==> src/rtl/sync_level2pulse_mc.sv <==
`default_nettype none
// ============================================================================
// Module   : sync_level2pulse_mc
// Purpose  : Multi-channel level-to-pulse synchroniser. Each asynchronous
//            level input goes through a SYNC_STAGES flop chain, a debounce
//            filter with a shared threshold and an edge detector with a
//            per-channel edge mode. Qualified edges give a one-cycle pulse
//            and set a sticky pending flag that software clears.
// Ports    : clk        destination-domain clock
//            rst_b      asynchronous active-low reset
//            sync_in    [CH_NUM]   asynchronous level inputs
//            edge_mode  [2*CH_NUM] per channel: 00 rise, 01 fall, 10 both,
//                                  11 disabled
//            filt_cnt   [FILT_W]   debounce threshold (0/1 = no filtering)
//            evt_clr    [CH_NUM]   per-channel clear of evt_pend
//            sync_out   [CH_NUM]   one-cycle pulse per qualified edge
//            sync_ack   [CH_NUM]   filtered synchronised level
//            evt_pend   [CH_NUM]   sticky event flag
// Revision : 1.0 - initial release
// ============================================================================
module sync_level2pulse_mc #(
  parameter int CH_NUM      = 4,
  parameter int SYNC_STAGES = 2,
  parameter int FILT_W      = 4
) (
  input  logic                  clk,
  input  logic                  rst_b,
  input  logic [CH_NUM-1:0]     sync_in,
  input  logic [2*CH_NUM-1:0]   edge_mode,
  input  logic [FILT_W-1:0]     filt_cnt,
  input  logic [CH_NUM-1:0]     evt_clr,
  output logic [CH_NUM-1:0]     sync_out,
  output logic [CH_NUM-1:0]     sync_ack,
  output logic [CH_NUM-1:0]     evt_pend
);

  localparam logic [FILT_W-1:0] c_one       = FILT_W'(1);
  localparam logic [1:0]        c_mode_rise = 2'b00;
  localparam logic [1:0]        c_mode_fall = 2'b01;
  localparam logic [1:0]        c_mode_both = 2'b10;

  // Threshold terms are shared by every channel.
  logic              w_no_filt;
  logic [FILT_W-1:0] w_thresh;

  assign w_no_filt = (filt_cnt <= c_one);
  assign w_thresh  = filt_cnt - c_one;

  genvar gi;
  generate
    for (gi = 0; gi < CH_NUM; gi++) begin : g_ch
      logic [SYNC_STAGES-1:0] r_sync;
      logic [FILT_W-1:0]      r_cnt;
      logic                   r_filt_lvl;
      logic                   r_filt_dly;
      logic                   r_pend;
      logic                   w_sync_lvl;
      logic                   w_rise;
      logic                   w_fall;
      logic                   w_pulse;
      logic [1:0]             w_mode;

      // Plain shift chain: no logic between stages.
      always_ff @(posedge clk or negedge rst_b) begin
        if (!rst_b) begin
          r_sync <= '0;
        end else begin
          r_sync <= {r_sync[SYNC_STAGES-2:0], sync_in[gi]};
        end
      end

      assign w_sync_lvl = r_sync[SYNC_STAGES-1];

      // Debounce: a differing level must persist until the counter reaches
      // the threshold. The >= compare lets a threshold lowered mid-count
      // accept the change on the next cycle instead of counting up to a
      // value it can never hit again.
      always_ff @(posedge clk or negedge rst_b) begin
        if (!rst_b) begin
          r_cnt      <= '0;
          r_filt_lvl <= 1'b0;
        end else if (w_sync_lvl == r_filt_lvl) begin
          r_cnt <= '0;
        end else if (w_no_filt || (r_cnt >= w_thresh)) begin
          r_filt_lvl <= w_sync_lvl;
          r_cnt      <= '0;
        end else begin
          r_cnt <= r_cnt + c_one;
        end
      end

      always_ff @(posedge clk or negedge rst_b) begin
        if (!rst_b) begin
          r_filt_dly <= 1'b0;
        end else begin
          r_filt_dly <= r_filt_lvl;
        end
      end

      assign w_rise = r_filt_lvl & ~r_filt_dly;
      assign w_fall = ~r_filt_lvl & r_filt_dly;
      assign w_mode = edge_mode[2*gi +: 2];

      always_comb begin
        w_pulse = 1'b0;
        case (w_mode)
          c_mode_rise: w_pulse = w_rise;
          c_mode_fall: w_pulse = w_fall;
          c_mode_both: w_pulse = w_rise | w_fall;
          default:     w_pulse = 1'b0;
        endcase
      end

      // Set has priority over clear so a coincident event is never lost.
      always_ff @(posedge clk or negedge rst_b) begin
        if (!rst_b) begin
          r_pend <= 1'b0;
        end else if (w_pulse) begin
          r_pend <= 1'b1;
        end else if (evt_clr[gi]) begin
          r_pend <= 1'b0;
        end
      end

      assign sync_out[gi] = w_pulse;
      assign sync_ack[gi] = r_filt_lvl;
      assign evt_pend[gi] = r_pend;
    end
  endgenerate

endmodule
`default_nettype wire

==> config.mk <==
export PLATFORM = sky130hd
export DESIGN_NAME = sync_level2pulse_mc
export DESIGN_NICKNAME = d
export VERILOG_FILES = /design/src/rtl/sync_level2pulse_mc.sv
export SDC_FILE = /design/constraint.sdc
export NUM_CORES = 1
export LEC_CHECK = 0
export BUFFER_PORTS_ARGS = -buffer_cell sky130_fd_sc_hd__buf_4
export CAP_MARGIN = 20
export CORE_MARGIN = 2
export CORE_UTILIZATION = 45
export CTS_CLUSTER_DIAMETER = 120
export DETAILED_ROUTE_END_ITERATION = 10
export GPL_TIMING_DRIVEN = 1
export PLACE_DENSITY = 0.76
export SLEW_MARGIN = 5
export SYNTH_ARGS = -nofsm -noshare
export SYNTH_HDL_FRONTEND = slang
export SYNTH_SLANG_ARGS = --single-unit
==> constraint.sdc <==
create_clock -name clk -period 2.45 [get_ports clk]
set_clock_uncertainty 0.1 [all_clocks]
set_input_delay 0.49 -clock clk [delete_from_list [all_inputs] [get_ports clk]]
set_output_delay 0.49 -clock clk [all_outputs]
set_load 0.005 [all_outputs]
==> results of run 1 <==
per-stage QoR:
stage                     instance area (um2)  total power, W  worst slack, ns  cells
after global placement                   2362        0.001811          -0.1378    286
after detailed placement                 2362        0.001859          -0.1812    286
after global routing                     2451        0.002445         0.004287    293
after floorplan                          2064        0.001588         0.006668    204
final                                    2451        0.002220           0.1404    293
after CTS                                2440        0.002253           0.1162    293
cell usage after synthesis, drive strengths merged:
| cell | instances | area [um2] |
|---|---|---|
| xor2 | 2 | 17.52 |
| a21o | 4 | 30.03 |
| inv | 25 | 93.84 |
| buf | 12 | 90.09 |
| mux2i | 3 | 30.03 |
| nor2 | 21 | 83.83 |
| a31oi | 4 | 25.02 |
| or2 | 2 | 12.51 |
| a211oi | 4 | 30.03 |
| nand2 | 7 | 26.28 |
| clkbuf | 2 | 7.510 |
| dfrtp | 36 | 900.9 |
| nor3 | 5 | 36.29 |
| o31ai | 2 | 15.01 |
| o21ai | 14 | 70.07 |
| nor2b | 4 | 25.02 |
| xnor2 | 8 | 77.58 |
| o21a | 1 | 7.510 |
| maj3 | 4 | 42.54 |
| a21oi | 8 | 40.04 |
| nand3 | 4 | 20.02 |
| ha | 26 | 325.3 |
| or3 | 2 | 17.52 |
| nand3b | 4 | 30.03 |
power groups by stage:
stage                     Sequential, W  Combinational (W)  Clock (W)
after CTS                      0.000917           0.000936   0.000400
after global placement         0.000919           0.000891          0
after floorplan                0.000885           0.000703          0
after detailed placement       0.000928           0.000931          0
final                          0.000913           0.000921   0.000386
after global routing           0.000939            0.00107   0.000434
final cells by class:
cell class,instances,area (um2),share of cell area (%)
repair buffers,44,330.3,13.48
multi-input cells,129,983.4,40.12
inverters,25,93.84,3.828
clock inverters,1,5.005,0.2042
well taps,52,65.06,2.654
clock buffers,6,72.57,2.961
flip-flops and latches,36,900.9,36.75
timing repair:
| action | in CTS | in global routing |
|---|---|---|
| resized for setup | 0 | 1 |
| hold endpoints to repair | 0 | 0 |
| setup endpoints to repair | 0 | 5 |
| hold buffers | 0 | 0 |
state kept, by name, indices dropped and copies added (netlist names):
name             flops
g_ch.r_cnt          16
g_ch.r_sync          8
g_ch.r_filt_lvl      4
g_ch.r_pend          4
g_ch.r_filt_dly      4
worst max-delay path, delay by kind of cell:
kind | cells | cell delay, ns
adder cells (fa/ha/maj) | 3 | 0.90
XOR/XNOR | 1 | 0.16
buffers and inverters | 2 | 0.19
AND/OR/NAND/NOR | 2 | 0.44
AO/OA/AOI/OAI | 2 | 0.23
cells by family after synthesis:
| logic type | count (synthesis) | synth area share, % |
|---|---|---|
| buf+inv | 39 | 9.318 |
| simple gates | 49 | 12.24 |
| flops | 36 | 43.85 |
| fa+ha+maj | 30 | 17.90 |
| xor+xnor | 10 | 4.629 |
| mux | 3 | 1.462 |
| compound gates | 37 | 10.60 |
per-layer routing:
metal | vias to the layer above | share of wire (%) | track usage [%]
met2 | 35 | 47 | 24.79
met4 | 0 | 2.1 | 6.289
met3 | 7 | 5.7 | 4.360
li1 | 744 | - | -
met5 | - | 0 | 0
met1 | 677 | 46 | 17.58
worst paths after layout:
check	startpoint	to	slack [ns]	cells after the start
max in group asynchronous	rst_b	g_ch[3].r_pend	1.89	1
worst max register to register	g_ch[0].r_cnt[2]	g_ch[0].r_cnt[1]	0.49	6
worst min register to register	g_ch[2].r_sync[0]	g_ch[2].r_sync[1]	0.25	0
min in group clk	sync_in[0]	g_ch[0].r_sync[0]	0.20	1
worst max-delay path	filt_cnt[1]	g_ch[0].r_cnt[1]	0.14	10
worst min-delay path	rst_b	g_ch[1].r_sync[0]	0.04	1
==> impl_metrics.prom, run 1 <==
# TYPE chip_impl_metric gauge
chip_impl_metric{name="report.final.setup_viol",unit=""} 0
chip_impl_metric{name="design.die.area",unit="mm2"} 0.005122
chip_impl_metric{name="sequential_power_share",unit="%"} 41.1
chip_impl_info{name="clock-root-buffer",value="sky130_fd_sc_hd__clkbuf_8"} 1
chip_impl_metric{name="final_min_period_over_clock_period",unit="%"} 94.27
chip_impl_metric{name="place_congestion",unit=""} 0.7041
chip_impl_metric{name="finalWorstPathRequiredPeriod",unit="ns"} 2.310
chip_impl_metric{name="report.final.hold_viol_count",unit=""} 0
chip_impl_metric{name="power_density",unit="mW/mm2"} 905.7
chip_impl_metric{name="net-switching-power",unit="W"} 0.0007727
chip_impl_metric{name="p_leak",unit="nW"} 1.267
chip_impl_info{name="mostFrequentLayoutCell",value="sky130_fd_sc_hd__buf_4"} 1
chip_impl_metric{name="required",unit="ns"} 2.57
chip_impl_metric{name="port-buffer-count",unit=""} 33
chip_impl_metric{name="synth.avg_cell_area",unit="um2"} 10.07
chip_impl_metric{name="worst_ep_arrival_time",unit="ns"} 2.43
chip_impl_metric{name="floorplan.core_area",unit="mm2"} 0.004384
chip_impl_metric{name="slew_viol_final",unit=""} 0
chip_impl_metric{name="vdd_ir_drop_max",unit="V"} 0.0003311
chip_impl_info{name="timing.hold.worst.class",value="primary input to asynchronous set/reset pin"} 1
chip_impl_metric{name="grt_remaining_overflow",unit=""} 0
chip_impl_metric{name="p_comb_share",unit="%"} 41.5
chip_impl_metric{name="tightestPinTransition",unit="ns"} 0.5389
chip_impl_metric{name="synth-seq-area-share",unit="%"} 43.85
chip_impl_metric{name="power.internal",unit="W"} 0.001447
chip_impl_metric{name="post_drt_via_cell_ratio",unit=""} 4.993
chip_impl_metric{name="post_cts.repair.setup_buffers",unit=""} 0
chip_impl_info{name="cpMaxStageDelayCell",value="sky130_fd_sc_hd__maj3_1"} 1
chip_impl_info{name="grt_setup_unrepaired",value="no"} 1
chip_impl_metric{name="path_clk_slew",unit="ns"} 0.06
chip_impl_info{name="path_cells",value="buf_4 -> inv_1 -> ha_2 -> xnor2_4 -> ha_1 -> a21oi_1 -> o21ai_1 -> maj3_1 -> or2_2 -> nor2_1"} 1
chip_impl_metric{name="seq_cells_post_synth",unit=""} 36
chip_impl_metric{name="cts_buffers",unit=""} 5
chip_impl_metric{name="postSynthNetCount",unit=""} 252
chip_impl_info{name="critPathKind",value="primary input to flop"} 1
chip_impl_metric{name="clock_latency",unit="ns"} 0.29
chip_impl_metric{name="fillCellCount",unit=""} 385
chip_impl_metric{name="num-nets-final",unit=""} 289
chip_impl_metric{name="routed_wl",unit="mm"} 3.279
chip_impl_metric{name="maximum_fanout_along_the_worst_path",unit=""} 4
chip_impl_metric{name="htree_num_levels",unit=""} 2
chip_impl_metric{name="die_outline_width",unit="um"} 71.57
chip_impl_metric{name="drt_drc_violations_left",unit=""} 0
chip_impl_metric{name="clock_sinks",unit=""} 36
chip_impl_metric{name="wl_per_cell",unit="um"} 11.19
chip_impl_metric{name="grt_start_max_net_pins",unit=""} 37
chip_impl_metric{name="final.setup.tns",unit="ns"} 0
chip_impl_metric{name="start_util",unit="%"} 46.86
chip_impl_metric{name="area_growth_syn_to_layout",unit="%"} 19.31
chip_impl_metric{name="num_rows",unit=""} 24
chip_impl_metric{name="drtIter0Drc",unit=""} 100
chip_impl_info{name="worst_setup_path_start_kind",value="primary input"} 1
chip_impl_metric{name="timing.max_slew.rel_slack",unit="%"} 63.89
chip_impl_metric{name="fp.dieH",unit="um"} 71.57
chip_impl_info{name="status",value="completed"} 1
chip_impl_metric{name="drtAntennaViolNets",unit=""} 0
chip_impl_metric{name="max-clock-path-buffers",unit=""} 2
chip_impl_metric{name="drive_gt1_share",unit="%"} 25.31
chip_impl_metric{name="vias",unit=""} 1463
chip_impl_metric{name="yosys_warnings",unit=""} 0
chip_impl_info{name="cp-end-kind",value="flop"} 1
chip_impl_info{name="cts_tree",value="done"} 1
chip_impl_metric{name="antennaDiodeCount",unit=""} 0
chip_impl_metric{name="post_synth_instance_area",unit="mm2"} 0.002054
chip_impl_metric{name="postSynthCellCount",unit=""} 204
chip_impl_metric{name="synthDistinctLibCells",unit=""} 29
chip_impl_metric{name="clockPowerShare",unit="%"} 17.4
chip_impl_metric{name="layout.core_utilization",unit="%"} 55.91
chip_impl_metric{name="design.portCount",unit=""} 34
chip_impl_metric{name="worst_hold_slack",unit="ns"} 0.03697
chip_impl_metric{name="first_global_vias",unit=""} 1421
chip_impl_metric{name="worst_path_largest_cell_delay",unit="ns"} 0.38
chip_impl_metric{name="wire_length_of_the_first_global_routing_pass",unit="mm"} 5.892
chip_impl_metric{name="cap_violations",unit=""} 0
chip_impl_metric{name="switching_share",unit="%"} 34.81
chip_impl_metric{name="fmax",unit="GHz"} 0.4330
chip_impl_metric{name="grt_use_total",unit="%"} 14.75
chip_impl_info{name="layout_common_cells",value="sky130_fd_sc_hd__buf_4, sky130_fd_sc_hd__dfrtp_1, sky130_fd_sc_hd__inv_1, sky130_fd_sc_hd__ha_1, sky130_fd_sc_hd__nor2_1"} 1
chip_impl_metric{name="grt_antenna_before_repair",unit=""} 0
chip_impl_metric{name="first_pass_iters",unit=""} 4
chip_impl_metric{name="dpl.hpwl",unit="mm"} 2.568
Note: power is estimated with default switching activity, not from simulation.
==> run 2, diff against run 1 <==
Settings changed: CORE_MARGIN 2 to 4, SLEW_MARGIN 5 to 20.
==> impl_metrics.prom, run 2 (synthesis gave the netlist of run 1 again) <==
# TYPE chip_impl_metric gauge
chip_impl_info{name="status",value="completed"} 1
chip_impl_metric{name="p_leak",unit="nW"} 1.280
chip_impl_metric{name="place_congestion",unit=""} 0.7472
chip_impl_metric{name="grt_start_max_net_pins",unit=""} 37
chip_impl_metric{name="ff2ff_setup_slack",unit="ns"} 0.46
chip_impl_info{name="worst_path_dominant_cell_family",value="adder cells"} 1
chip_impl_metric{name="first_global_vias",unit=""} 1541
chip_impl_info{name="grt_setup_unrepaired",value="no"} 1
chip_impl_info{name="path_cells",value="buf_4 -> inv_1 -> ha_4 -> xnor2_4 -> ha_1 -> a21oi_1 -> o21ai_1 -> maj3_1 -> or2_2 -> nor2_1"} 1
chip_impl_metric{name="start_util",unit="%"} 46.86
chip_impl_metric{name="path_clk_slew",unit="ns"} 0.07
chip_impl_metric{name="ctsHoldBuffers",unit=""} 0
chip_impl_metric{name="clock_sinks",unit=""} 36
chip_impl_info{name="mostFrequentLayoutCell",value="sky130_fd_sc_hd__buf_4"} 1
chip_impl_metric{name="worst_ep_arrival_time",unit="ns"} 2.38
chip_impl_metric{name="design.portCount",unit=""} 34
chip_impl_metric{name="routed_wl",unit="mm"} 3.504
chip_impl_metric{name="num_rows",unit=""} 24
chip_impl_metric{name="clockPowerShare",unit="%"} 19.5
chip_impl_metric{name="p_comb_share",unit="%"} 40.7
chip_impl_metric{name="drive_gt1_share",unit="%"} 26.56
chip_impl_metric{name="max-clock-path-buffers",unit=""} 2
chip_impl_metric{name="timing.max_slew.rel_slack",unit="%"} 62.04
chip_impl_metric{name="tightestPinTransition",unit="ns"} 0.5667
chip_impl_metric{name="placed_cells_incl_taps",unit=""} 286
chip_impl_metric{name="vdd_ir_drop_max",unit="V"} 0.0003760
chip_impl_metric{name="clock_latency",unit="ns"} 0.29
chip_impl_info{name="register_containing_the_most_flip_flops_in_the_final_layout",value="g_ch.r_cnt"} 1
chip_impl_metric{name="largest_reg_flops",unit=""} 16
chip_impl_info{name="timing.hold.worst.class",value="primary input to asynchronous set/reset pin"} 1
chip_impl_metric{name="fmax",unit="GHz"} 0.4422
chip_impl_metric{name="switching_share",unit="%"} 34.23
chip_impl_metric{name="maximum_fanout_along_the_worst_path",unit=""} 4
chip_impl_metric{name="sequential_power_share",unit="%"} 39.9
chip_impl_metric{name="net-switching-power",unit="W"} 0.0007855
chip_impl_info{name="cts_tree",value="done"} 1
chip_impl_metric{name="final_min_period_over_clock_period",unit="%"} 92.29
chip_impl_metric{name="report.final.hold_viol_count",unit=""} 0
chip_impl_metric{name="worst_hold_slack",unit="ns"} 0.05013
chip_impl_metric{name="cts_buffers",unit=""} 5
chip_impl_metric{name="first_pass_iters",unit=""} 4
chip_impl_info{name="top_regs",value="g_ch.r_cnt: 16 flops, g_ch.r_sync: 8 flops"} 1
chip_impl_metric{name="htree_num_levels",unit=""} 2
chip_impl_metric{name="report.final.setup_viol",unit=""} 0
chip_impl_info{name="critPathLaunch",value="filt_cnt[1]"} 1
chip_impl_metric{name="grt_use_total",unit="%"} 14.53
chip_impl_info{name="regToRegStartpoint",value="g_ch[0].r_cnt[2]"} 1
chip_impl_metric{name="num-nets-final",unit=""} 289
chip_impl_metric{name="power.internal",unit="W"} 0.001509
chip_impl_metric{name="fp.dieH",unit="um"} 75.57
chip_impl_metric{name="area_growth_syn_to_layout",unit="%"} 21.07
chip_impl_info{name="cpMaxStageDelayCell",value="sky130_fd_sc_hd__maj3_1"} 1
chip_impl_info{name="clock-root-buffer",value="sky130_fd_sc_hd__clkbuf_8"} 1
chip_impl_metric{name="port-buffer-count",unit=""} 33
chip_impl_metric{name="layoutNonFillerInstCount",unit=""} 293
chip_impl_metric{name="antennaDiodeCount",unit=""} 0
chip_impl_metric{name="drtAntennaViolNets",unit=""} 0
chip_impl_metric{name="dpl.hpwl",unit="mm"} 2.643
chip_impl_metric{name="finalWorstPathRequiredPeriod",unit="ns"} 2.261
chip_impl_metric{name="wire_length_of_the_first_global_routing_pass",unit="mm"} 6.389
chip_impl_metric{name="critPathBufInv",unit=""} 2
chip_impl_metric{name="wl_per_cell",unit="um"} 11.96
chip_impl_metric{name="vias",unit=""} 1490
chip_impl_metric{name="design.die.area",unit="mm2"} 0.005711
chip_impl_metric{name="required",unit="ns"} 2.57
chip_impl_metric{name="cap_violations",unit=""} 0
chip_impl_info{name="critPathKind",value="primary input to flop"} 1
chip_impl_metric{name="power",unit="W"} 0.002295
chip_impl_info{name="worst_setup_path_start_kind",value="primary input"} 1
chip_impl_metric{name="grt_antenna_before_repair",unit=""} 0
chip_impl_metric{name="drtIter0Drc",unit=""} 32
chip_impl_metric{name="power_density",unit="mW/mm2"} 922.6
chip_impl_metric{name="worst_path_largest_cell_delay",unit="ns"} 0.38
chip_impl_metric{name="floorplan.core_area",unit="mm2"} 0.004384
chip_impl_metric{name="layout.core_utilization",unit="%"} 56.74
chip_impl_metric{name="grt_remaining_overflow",unit=""} 0
chip_impl_info{name="layout_common_cells",value="sky130_fd_sc_hd__buf_4, sky130_fd_sc_hd__dfrtp_1, sky130_fd_sc_hd__inv_1, sky130_fd_sc_hd__ha_1, sky130_fd_sc_hd__nor2_1"} 1
chip_impl_metric{name="slew_viol_final",unit=""} 0
chip_impl_info{name="cp-end-kind",value="flop"} 1
chip_impl_metric{name="post_drt_via_cell_ratio",unit=""} 5.085
chip_impl_metric{name="drt_drc_violations_left",unit=""} 0
chip_impl_metric{name="fillCellCount",unit=""} 374
chip_impl_metric{name="die_outline_width",unit="um"} 75.57
[run 2: power by group through the flow]
stage	Combinational [W]	Sequential, W	Clock (W)
3_5_place_dp	0.000924	0.000930	0
6_report	0.000933	0.000915	0.000447
5_1_grt	0.00112	0.000942	0.000487
3_3_place_gp	0.000894	0.000919	0
4_1_cts	0.000936	0.000918	0.000461
2_1_floorplan	0.000703	0.000885	0
[run 2: worst paths after layout]
| check | to | cells past startpoint |
|---|---|---|
| max | g_ch[0].r_cnt[0] | 10 |
| min | g_ch[3].r_cnt[0] | 1 |
| max reg2reg | g_ch[0].r_cnt[0] | 6 |
| min reg2reg | g_ch[1].r_sync[1] | 0 |
| max in group asynchronous | g_ch[0].r_sync[1] | 1 |
| min in group clk | g_ch[0].r_sync[0] | 1 |
[run 2: area by class of cell]
cell class	count	area, um2	share of cell area, %
Inverter	25	93.84	3.773
Clock buffer	7	96.34	3.873
Tap cell	52	65.06	2.616
Timing Repair Buffer	44	330.3	13.28
Sequential cell	36	900.9	36.22
Multi-Input combinational cell	129	1001	40.24
[run 2: what timing repair did]
item / in CTS / in global routing
buffers inserted: 0 / 0
resized for setup: 0 / 4
hold endpoints to repair: 0 / 0
endpoints found under the setup margin: 0 / 4
[run 2: metal layers]
metal  GRT usage [%]  routed length, um
met1           17.21               1494
met2           25.22               1704
met3           4.090                250
met4           5.049                 55
met5               0                  0
[run 2: per-stage QoR]
stage	setup TNS [ns]	cell area [um2]	setup slack (ns)
floorplan	0	2064	0.006668
global placement	-1.596	2362	-0.1389
detailed placement	-2.365	2362	-0.1814
CTS	0	2459	0.1062
global route	0	2487	0.05345
finish	0	2487	0.1888
[run 2: worst register-to-register path, delay by kind of cell (launching register included)]
kind                       cells  cell delay [ns]
DFF                            1             0.43
adders and majority gates      2             0.70
AOI/OAI and AO/OA              2             0.26
and+or+nand+nor                2             0.43
